<file path="src/rtl/nn_layer_pkg.sv">
// Shared state encoding and width helpers for the neuron_layer datapath.
package nn_layer_pkg;

  typedef enum logic [1:0] {IDLE, MAC, DONE} state_t;

  function automatic int clog2(input int value);
    int r;
    r = 0;
    while ((1 << r) < value) r++;
    return r;
  endfunction

  function automatic int prod_width(input int in_w, input int w_w);
    return in_w + w_w + 1;
  endfunction

  // One extra bit per doubling of the term count keeps the sum from overflowing.
  function automatic int acc_width(input int in_w, input int w_w, input int n);
    return prod_width(in_w, w_w) + clog2(n);
  endfunction

  function automatic int shift_width(input int in_frac, input int w_frac, input int out_frac);
    return in_frac + w_frac - out_frac;
  endfunction

  function automatic int count_width(input int n);
    return (clog2(n) < 1) ? 1 : clog2(n);
  endfunction

endpackage

</file>
<file path="src/rtl/neuron_mac.sv">
// One neuron: signed multiply-accumulate, floor rescale and output reduction.
// NEURON_LAYER_SAT_EN selects saturation instead of wrap-around on the result.
module neuron_mac
  import nn_layer_pkg::*;
#(
  parameter int NUM_NEURON      = 6,
  parameter int INPUT_SIZE      = 9,
  parameter int WEIGHT_SIZE     = 17,
  parameter int INPUT_FRACTION  = 8,
  parameter int WEIGHT_FRACTION = 8,
  parameter int FRACTION_BITS   = 7,
  parameter int ADDR_SIZE       = 10
) (
  input  logic                   clk,
  input  logic                   rst,
  input  logic                   clear,
  input  logic                   acc_en,
  input  logic                   last,
  input  logic                   keep,
  input  logic                   term_en,
  input  logic [INPUT_SIZE-1:0]  x,
  input  logic [WEIGHT_SIZE-1:0] weight,
  output logic [ADDR_SIZE-1:0]   result
);

  localparam int PW = prod_width(INPUT_SIZE, WEIGHT_SIZE);
  localparam int AW = acc_width(INPUT_SIZE, WEIGHT_SIZE, NUM_NEURON);
  localparam int SH = shift_width(INPUT_FRACTION, WEIGHT_FRACTION, FRACTION_BITS);

  logic signed [PW-1:0]  x_ext;
  logic signed [PW-1:0]  w_ext;
  logic signed [PW-1:0]  prod;
  logic signed [AW-1:0]  acc;
  logic signed [AW-1:0]  acc_next;
  logic signed [AW-1:0]  shifted;
  logic [ADDR_SIZE-1:0]  reduced;

`ifdef NEURON_LAYER_SAT_EN
  localparam logic signed [AW-1:0] MAX_V = AW'((64'sd1 <<< (ADDR_SIZE - 1)) - 64'sd1);
  localparam logic signed [AW-1:0] MIN_V = ~MAX_V;
`endif

  always_comb begin
    x_ext    = PW'(x);
    w_ext    = PW'($signed(weight));
    prod     = x_ext * w_ext;
    acc_next = acc + (term_en ? AW'(prod) : '0);
    shifted  = acc_next >>> SH;
`ifdef NEURON_LAYER_SAT_EN
    if (shifted > MAX_V) begin
      reduced = {1'b0, {(ADDR_SIZE-1){1'b1}}};
    end else if (shifted < MIN_V) begin
      reduced = {1'b1, {(ADDR_SIZE-1){1'b0}}};
    end else begin
      reduced = ADDR_SIZE'(shifted);
    end
`else
    reduced = ADDR_SIZE'(shifted);
`endif
  end

  // The result register captures the final sum on the same edge as the last add.
  always_ff @(posedge clk) begin
    if (rst) begin
      acc    <= '0;
      result <= '0;
    end else begin
      if (clear) begin
        acc <= '0;
      end else if (acc_en) begin
        acc <= acc_next;
      end
      if (last) begin
        result <= keep ? reduced : '0;
      end
    end
  end

endmodule

</file>
<file path="src/rtl/neuron_layer.sv">
// Fully connected layer: FSM plus shared input counter feeding NUM_NEURON neuron_mac units.
// Define NEURON_LAYER_SAT_EN to saturate outputs instead of wrapping them.
module neuron_layer
  import nn_layer_pkg::*;
#(
  parameter int NUM_NEURON      = 6,
  parameter int INPUT_SIZE      = 9,
  parameter int WEIGHT_SIZE     = 17,
  parameter int INPUT_FRACTION  = 8,
  parameter int WEIGHT_FRACTION = 8,
  parameter int FRACTION_BITS   = 7,
  parameter int ADDR_SIZE       = 10
) (
  input  logic                                      clk,
  input  logic                                      rst,
  input  logic                                      layer_start,
  input  logic [NUM_NEURON-1:0]                     active,
  input  logic [NUM_NEURON*INPUT_SIZE-1:0]          layer_input,
  input  logic [NUM_NEURON*NUM_NEURON*WEIGHT_SIZE-1:0] layer_weights,
  output logic [NUM_NEURON*ADDR_SIZE-1:0]           layer_output,
  output logic [NUM_NEURON-1:0]                     layer_output_valid,
  output logic                                      busy
);

  localparam int CW = count_width(NUM_NEURON);
  localparam logic [CW-1:0] LAST = CW'(NUM_NEURON - 1);

  state_t                                      state;
  state_t                                      state_next;
  logic [CW-1:0]                               cnt;
  logic [NUM_NEURON-1:0]                       act_r;
  logic [NUM_NEURON*INPUT_SIZE-1:0]            in_r;
  logic [NUM_NEURON*NUM_NEURON*WEIGHT_SIZE-1:0] w_r;
  logic                                        load;
  logic                                        mac_en;
  logic                                        mac_last;
  logic [INPUT_SIZE-1:0]                       x_k;
  logic                                        term_en;

  always_ff @(posedge clk) begin
    if (rst) begin
      state <= IDLE;
      cnt   <= '0;
      act_r <= '0;
      in_r  <= '0;
      w_r   <= '0;
    end else begin
      state <= state_next;
      if (load) begin
        cnt   <= '0;
        act_r <= active;
        in_r  <= layer_input;
        w_r   <= layer_weights;
      end else if (mac_en) begin
        cnt <= cnt + CW'(1);
      end
    end
  end

  always_comb begin
    state_next         = state;
    load               = 1'b0;
    mac_en             = 1'b0;
    mac_last           = 1'b0;
    busy               = 1'b1;
    layer_output_valid = '0;
    case (state)
      IDLE: begin
        busy = 1'b0;
        if (layer_start) begin
          load       = 1'b1;
          state_next = MAC;
        end
      end
      MAC: begin
        mac_en = 1'b1;
        if (cnt == LAST) begin
          mac_last   = 1'b1;
          state_next = DONE;
        end
      end
      DONE: begin
        layer_output_valid = act_r;
        state_next         = IDLE;
      end
      default: begin
        busy       = 1'b0;
        state_next = IDLE;
      end
    endcase
  end

  // Input k is broadcast to every neuron; inactive inputs contribute a zero term.
  assign x_k     = in_r[int'(cnt)*INPUT_SIZE +: INPUT_SIZE];
  assign term_en = act_r[cnt];

  for (genvar j = 0; j < NUM_NEURON; j++) begin : g_neuron
    logic [WEIGHT_SIZE-1:0] w_jk;
    assign w_jk = w_r[(j*NUM_NEURON + int'(cnt))*WEIGHT_SIZE +: WEIGHT_SIZE];

    neuron_mac #(
      .NUM_NEURON      (NUM_NEURON),
      .INPUT_SIZE      (INPUT_SIZE),
      .WEIGHT_SIZE     (WEIGHT_SIZE),
      .INPUT_FRACTION  (INPUT_FRACTION),
      .WEIGHT_FRACTION (WEIGHT_FRACTION),
      .FRACTION_BITS   (FRACTION_BITS),
      .ADDR_SIZE       (ADDR_SIZE)
    ) u_mac (
      .clk     (clk),
      .rst     (rst),
      .clear   (load),
      .acc_en  (mac_en),
      .last    (mac_last),
      .keep    (act_r[j]),
      .term_en (term_en),
      .x       (x_k),
      .weight  (w_jk),
      .result  (layer_output[j*ADDR_SIZE +: ADDR_SIZE])
    );
  end

endmodule
</file>
<file path="config.mk">
export PLATFORM = sky130hd
export DESIGN_NAME = neuron_layer
export DESIGN_NICKNAME = d
export VERILOG_FILES = /design/src/rtl/nn_layer_pkg.sv /design/src/rtl/neuron_mac.sv /design/src/rtl/neuron_layer.sv
export SDC_FILE = /design/constraint.sdc
export NUM_CORES = 2
export LEC_CHECK = 0
export ABC_CLOCK_PERIOD_IN_PS = 12900
export BUFFER_PORTS_ARGS = -buffer_cell sky130_fd_sc_hd__buf_2
export CORE_ASPECT_RATIO = 2
export CORE_MARGIN = 3
export CORE_UTILIZATION = 60
export DETAILED_ROUTE_END_ITERATION = 8
export GPL_TIMING_DRIVEN = 0
export PLACE_DENSITY = 0.93
export SLEW_MARGIN = 40
export SYNTH_ARGS = -nofsm -noshare
export SYNTH_HDL_FRONTEND = slang
export SYNTH_SLANG_ARGS = --single-unit
</file>
<file path="constraint.sdc">
create_clock -name clk -period 12.9 [get_ports clk]
set_clock_uncertainty 0.15 [all_clocks]
set_input_delay 1.935 -clock clk [delete_from_list [all_inputs] [get_ports clk]]
set_output_delay 1.935 -clock clk [all_outputs]
set_load 0.05 [all_outputs]
</file>
# Yosys cells after proc, flatten, opt, wreduce, memory -nomap -nowiden

Index checks and enable logic that the tools add are counted.

Register bits: 917
Bits of input ports: 675
Output and inout port bits: 67
Word-level logic and storage cells: 83

Add/subtract/negate cells: 12
Multipliers: 13
$lt $le $gt $ge: 1
Eq/ne operators: 5
Shift operators: 7
Mux-type cells: 24
Reductions and logical operators: 4

Operators by type and width:

| cell                 | number |
|---|---|
| $shiftx 612x12->17   | 3 |
| $shiftx 612x10->17   | 1 |
| $shiftx 612x11->17   | 1 |
| $shiftx 612x9->17    | 1 |
| $add 30x30->30       | 6 |
| $mux 30              | 6 |
| $mul 10x17->27       | 6 |
| $mux 10              | 6 |
| $shiftx 54x8->9      | 1 |
| $mul 6x5->11 const B | 3 |
| $add 5x3->6 const A  | 3 |
| $mul 5x5->10 const B | 1 |
| $mul 4x5->9 const B  | 1 |
| $mul 3x5->8 const B  | 1 |
| $mul 3x4->7 const B  | 1 |
| $mux 1               | 7 |
| $mux 6               | 1 |
| $add 4x3->5 const A  | 1 |
| $add 3x3->4 const A  | 1 |
| $lt 3x4->1 const B   | 1 |
| $mux 2               | 2 |
| $ne 2x2->1 const B   | 2 |
| $pmux 2 s2           | 1 |
| $reduce_or 2->1      | 2 |
| 7 further kinds      | 7 |

# Longest topological paths before layout

Depth after elaboration: 7
Gate-level depth with buffers: 42
Depth with buffers taken out: 34

# Modules after synthesis

From an unflattened synthesis, not the netlist that was laid out.

Cell total of the unflattened synthesis: 7665
Area total of the unflattened synthesis: 66034.6 sq um

Modules (own cells, without submodules):

| module                             | instances | cells each | area an instance (sq um) | sequential area each (sq um) |
|---|---|---|---|---|
| neuron_layer                       | 1         | 3407       | 30081.4                  | 13553.0 |
| neuron_mac (g_neuron[0].u_mac ...) | 2         | 708        | 5974.5                   | 580.6 |
| neuron_mac (g_neuron[4].u_mac)     | 1         | 719        | 6057.1                   | 580.6 |
| neuron_mac (g_neuron[5].u_mac)     | 1         | 714        | 6032.0                   | 580.6 |
| neuron_mac (g_neuron[2].u_mac)     | 1         | 703        | 5968.2                   | 580.6 |
| neuron_mac (g_neuron[3].u_mac)     | 1         | 706        | 5947.0                   | 580.6 |

# Worst setup path after synthesis

Ideal clock, no wire load.

Kind: register to register
Start point: reg cnt[0]
End point: reg g_neuron[5].u_mac.acc[18]
Library setup time: 0.070 ns
Arrival: 8.696 ns
Required time: 12.680 ns
Setup slack: 3.984 ns
Cell stages (with the launch flop): 40
Path buffers: 9
Period minus slack after synthesis: 8.916 ns
Cells stage by stage: dfxtp_1 -> buf_6 -> buf_12 -> buf_12 -> buf_12 -> buf_12 -> buf_6 -> buf_4 -> buf_2 -> buf_2 -> mux4_2 -> a21oi_1 -> nor2_1 -> fa_1 -> fa_1 -> inv_1 -> fa_1 -> inv_1 -> [4 not listed] -> ha_1 -> or3_1 -> o21ai_0 -> a21oi_1 -> a21oi_1 -> nor2_1 -> or3_1 -> and3_1 -> ha_1 -> o21a_1 -> o21ai_0 -> inv_1 -> nand3_1 -> nand4b_1 -> a21o_1 -> a31oi_1 -> xor3_1 -> a21oi_1

Longest elaborated chain between the ends: 6
Elaborated cells on any way between the ends: 10
Those cells by class: add/sub (2); mul (3); shift (2); mux (3)

RTL lines:

| what                   | line               | text |
|---|---|---|
| start, declared        | neuron_layer.sv:30 | `logic [CW-1:0] cnt;` |
| start signal, assigned | neuron_layer.sv:55 | `cnt <= cnt + CW'(1);` |
| $add 5x3->6            | neuron_layer.sv:99 | `assign w_jk = w_r[(j*NUM_NEURON + int'(cnt))*WEIGHT_SIZE +: WEIGHT_SIZE];` |
| $mul 6x5->11           | neuron_layer.sv:99 |  |
| $shiftx 612x12->17     | neuron_layer.sv:99 |  |
| $mul 10x17->27         | neuron_mac.sv:46   | `prod = x_ext * w_ext;` |
| $mux 30 (*)            | neuron_mac.sv:47   | `acc_next = acc + (term_en ? AW'(prod) : '0);` |
| $add 30x30->30 (*)     | neuron_mac.sv:47   |  |
| end signal, assigned   | neuron_mac.sv:71   | `acc <= acc_next;` |
| end, declared          | neuron_mac.sv:33   | `logic signed [AW-1:0] acc;` |

Mark *: on every way between the ends. The rest lies on a longest branch, timed or not. The select of a mux whose other input is x is not followed.
A chain may end at the register's enable or synchronous reset.

# Worst setup path in the final report

Start point: reg cnt[1]
End point: reg g_neuron[1].u_mac.result[9]

Longest elaborated chain between the ends: 7
Elaborated cells on any way between the ends: 14
Those cells by class: add/sub (2); mul (3); eq/ne (1); shift (2); mux (6)

RTL lines:

| what                 | line               | text |
|---|---|---|
| $add 3x3->4          | neuron_layer.sv:99 |  |
| $mul 4x5->9          | neuron_layer.sv:99 |  |
| $shiftx 612x10->17   | neuron_layer.sv:99 |  |
| $mul 10x17->27       | neuron_mac.sv:46   |  |
| $mux 30              | neuron_mac.sv:47   |  |
| $add 30x30->30       | neuron_mac.sv:47   |  |
| $mux 10              | neuron_mac.sv:74   | `result <= keep ? reduced : '0;` |
| end signal, assigned | neuron_mac.sv:74   |  |
| end, declared        | neuron_mac.sv:23   | `output logic [ADDR_SIZE-1:0] result` |

Several ways; a longest one is shown, not always the timed one. The select of a mux whose other input is x is not followed.

==> impl_metrics.ini <==
[setup_path]
critPathSlowestCell = mux2i_2
cp_top_family = buffers and inverters
crit_path_max_fanout = 10
required_ns = 13.33
ff2ff_setup_slack_ns = 0.87
critical_path_class = reg2reg
startpoint_type = flip-flop
critPathBufInv = 12
worstPathArrival_ns = 12.46
cp-end-kind = flip-flop
critical-path-max-stage-delay_ns = 0.66

[timing]
setup_violations = 0
finalHoldViolCount = 0
layout_min_cycle_time_ns = 12.03
slew_viol_final = 0
max_freq_mhz = 83.1
fin_tns_setup_ns = 0
relSlewSlack_pct = 34.9
worst_pin_slew_ns = 0.976
finalCritPeriodShare_pct = 93.3
rsz0062_at_grt = false

[run]
cap_violations = 0

[logic_synthesis]
ys_async_sr_fraction_pct = 0
synth.cell_area_um2 = 63000
syn_area_per_cell_um2 = 8.29
syn-instance-count = 7602
ys_seq_area_share_pct = 27.0
synth_edf_count = 0
ys_ff_latch = 851
yosys.cell_types.count = 75
synth_ff_type = dfxtp_1
yosys_warnings = 0
syn_nets = 9159

[final_layout]
final_cell_count_no_fill = 9856
final_area_um2 = 71300
multiInputGateArea_um2 = 41800
num-fill-cells = 8530
drive_above_1_share_pct = 15.3
register_area_um2 = 17000
utilization_pct = 68.6
fin_nets = 9980
final_cell_mix = nand2_1, dfxtp_1, a21oi_1, buf_2, nor2_1
area_delta_synth_final_pct = 13.1
final_common_cell = nand2_1

[floorplanning]
rows = 167
die_y_um = 464
initial_core_util_pct = 60.7
fp.coreArea_um2 = 104000
dieArea_um2 = 109000
io_pins = 742
die_w_um = 235

[power_and_ir_drop]
vdd_ir_drop_max_v = 0.000103
switchingPower_uw = 3050
p_int_uw = 4820
combPwrFrac_pct = 32.8
cellPowerDensity_nw_per_um2 = 110
power_frac_seq_pct = 37.5
p_clk_share_pct = 29.7
switching_share_pct = 38.8
p_leak_uw = 0.0324

[drt]
first_pass_iters = 8
via_per_inst = 6.34
post_drt_wl_per_cell_um = 29.3
route.detailed.drc = 0
wl_mm = 289
ant_nets = 0
vias = 62447
first_iter_violations = 7260

[clock_tree]
cts_sinks = 851
cts_setup_buffers = 0
cts-htree-levels = 3
clockBufferDepth = 3
clk_pin_slew_worst_paths_ns = 0.07
cts_root_buf = clkbuf_16
cts_tree = built
post_cts_resized = 0
holdBufCountCts = 0
cts_buffers = 74
clk_latency_ns = 0.73

[grt]
grt_pass1_vias = 63323
antenna_found_initial = 40
globalRouteTotalUtil_pct = 51.7
grt_overflow_total = 0
grt_max_degree = 17
grt_first_pass_wirelength_mm = 407

[place]
place_inst = 9699
port_buffers = 740
gp_congestion = 1.15
dpl-instance-area_um2 = 68700
dp_hpwl_mm = 234

[worst_hold_path]
min_path_type = reg2reg

[status]
status = finished, final reports clean
==> cell families (layout without fill, tap and decap cells) <==
logic type / after synthesis / count (layout) / share of synthesized area [%]
buf+inv: 1102 / 1979 / 6.93
mux: 336 / 336 / 8.95
compound gates: 1225 / 1225 / 10.9
simple gates: 2954 / 2954 / 18.8
flops: 851 / 851 / 27.0
fa+ha+maj: 882 / 882 / 23.7
xor+xnor: 252 / 252 / 3.68
other cells: 0 / 25 / 0
==> power groups by stage <==
stage | combinational [uW] | clock, uW | sequential [uW]
2_1_floorplan | 1460 | 0 | 2930
3_3_place_gp | 2350 | 0 | 2990
3_5_place_dp | 2430 | 0 | 3000
4_1_cts | 2440 | 2300 | 2940
5_1_grt | 2700 | 2400 | 2960
6_report | 2580 | 2340 | 2960
==> per-stage QoR <==
stage               hold slack, ns  worst slack, ns  total power (uW)
finish                       0.302            0.870              7880
global route                 0.318            0.688              8050
CTS                          0.302             1.22              7690
detailed placement           0.293             1.30              5430
global placement             0.288            0.293              5340
floorplan                    0.282             3.98              4390
==> state kept, by name, indices dropped and copies added (netlist names) <==
register and count:
state 2, in_r 54, w_r 612, cnt 3, act_r 6, g_neuron.u_mac.acc 114, g_neuron.u_mac.result 60
==> cells in the mapped netlist (27+ instances only) <==
| master | instances | area, um^2 |
|---|---|---|
| nand2_1 | 1871 | 7020 |
| a21oi_1 | 857 | 4290 |
| dfxtp_1 | 851 | 17000 |
| nor2_1 | 748 | 2810 |
| inv_1 | 667 | 2500 |
| fa_1 | 516 | 10300 |
| ha_1 | 366 | 4580 |
| clkbuf_1 | 325 | 1220 |
| mux4_2 | 177 | 3990 |
| xnor2_1 | 173 | 1520 |
| mux2i_1 | 146 | 1460 |
| o21ai_0 | 95 | 475 |
| xor2_1 | 71 | 622 |
| and2_1 | 69 | 432 |
| or2_2 | 66 | 413 |
| a21o_1 | 58 | 435 |
| buf_1 | 55 | 206 |
| nor2b_1 | 45 | 282 |
| a22oi_1 | 38 | 285 |
| nand2b_1 | 38 | 238 |
| nor3_1 | 34 | 170 |
| buf_2 | 31 | 155 |
| a211oi_1 | 27 | 203 |
==> area by class of cell <==
cell class | instances | area share, %
buffer | 434 | 2.73
sequential | 851 | 23.9
antenna | 25 | 0.0878
clock buffer | 105 | 3.03
tap | 1352 | 2.37
clock inverter | 27 | 0.386
timing repair buffer | 745 | 5.31
inverter | 668 | 3.52
multi-input combinational | 5649 | 58.7
==> routing by layer <==
layer	wire length (um)	share of wire, %	track usage, %	vias to the layer above
met4	46700	16	64.1	18
met1	83200	29	50.3	29363
met2	125000	43	79.1	4899
met3	33300	12	15.9	1950
li1	-	-	-	26217
met5	123	0.043	0.357	-
==> worst min-delay path, cell delays in order, from the launching register on <==
cell     delay (ns)
dfxtp_1        0.31
nand2_1        0.05
a21oi_1        0.05
==> final timing paths <==
check | cells past startpoint | to | start
worst min-delay path | 2 | w_r[27]$_SDFFE_PP0P_ | w_r[27]$_SDFFE_PP0P_
worst min register to register | 2 | w_r[27]$_SDFFE_PP0P_ | w_r[27]$_SDFFE_PP0P_
worst max register to register | 36 | g_neuron[1].u_mac.result[9]$_SDFFE_PP0P_ | cnt[1]$_SDFFE_PP0P_
worst max-delay path | 36 | g_neuron[1].u_mac.result[9]$_SDFFE_PP0P_ | cnt[1]$_SDFFE_PP0P_
Power figures use the tool's default switching activity.
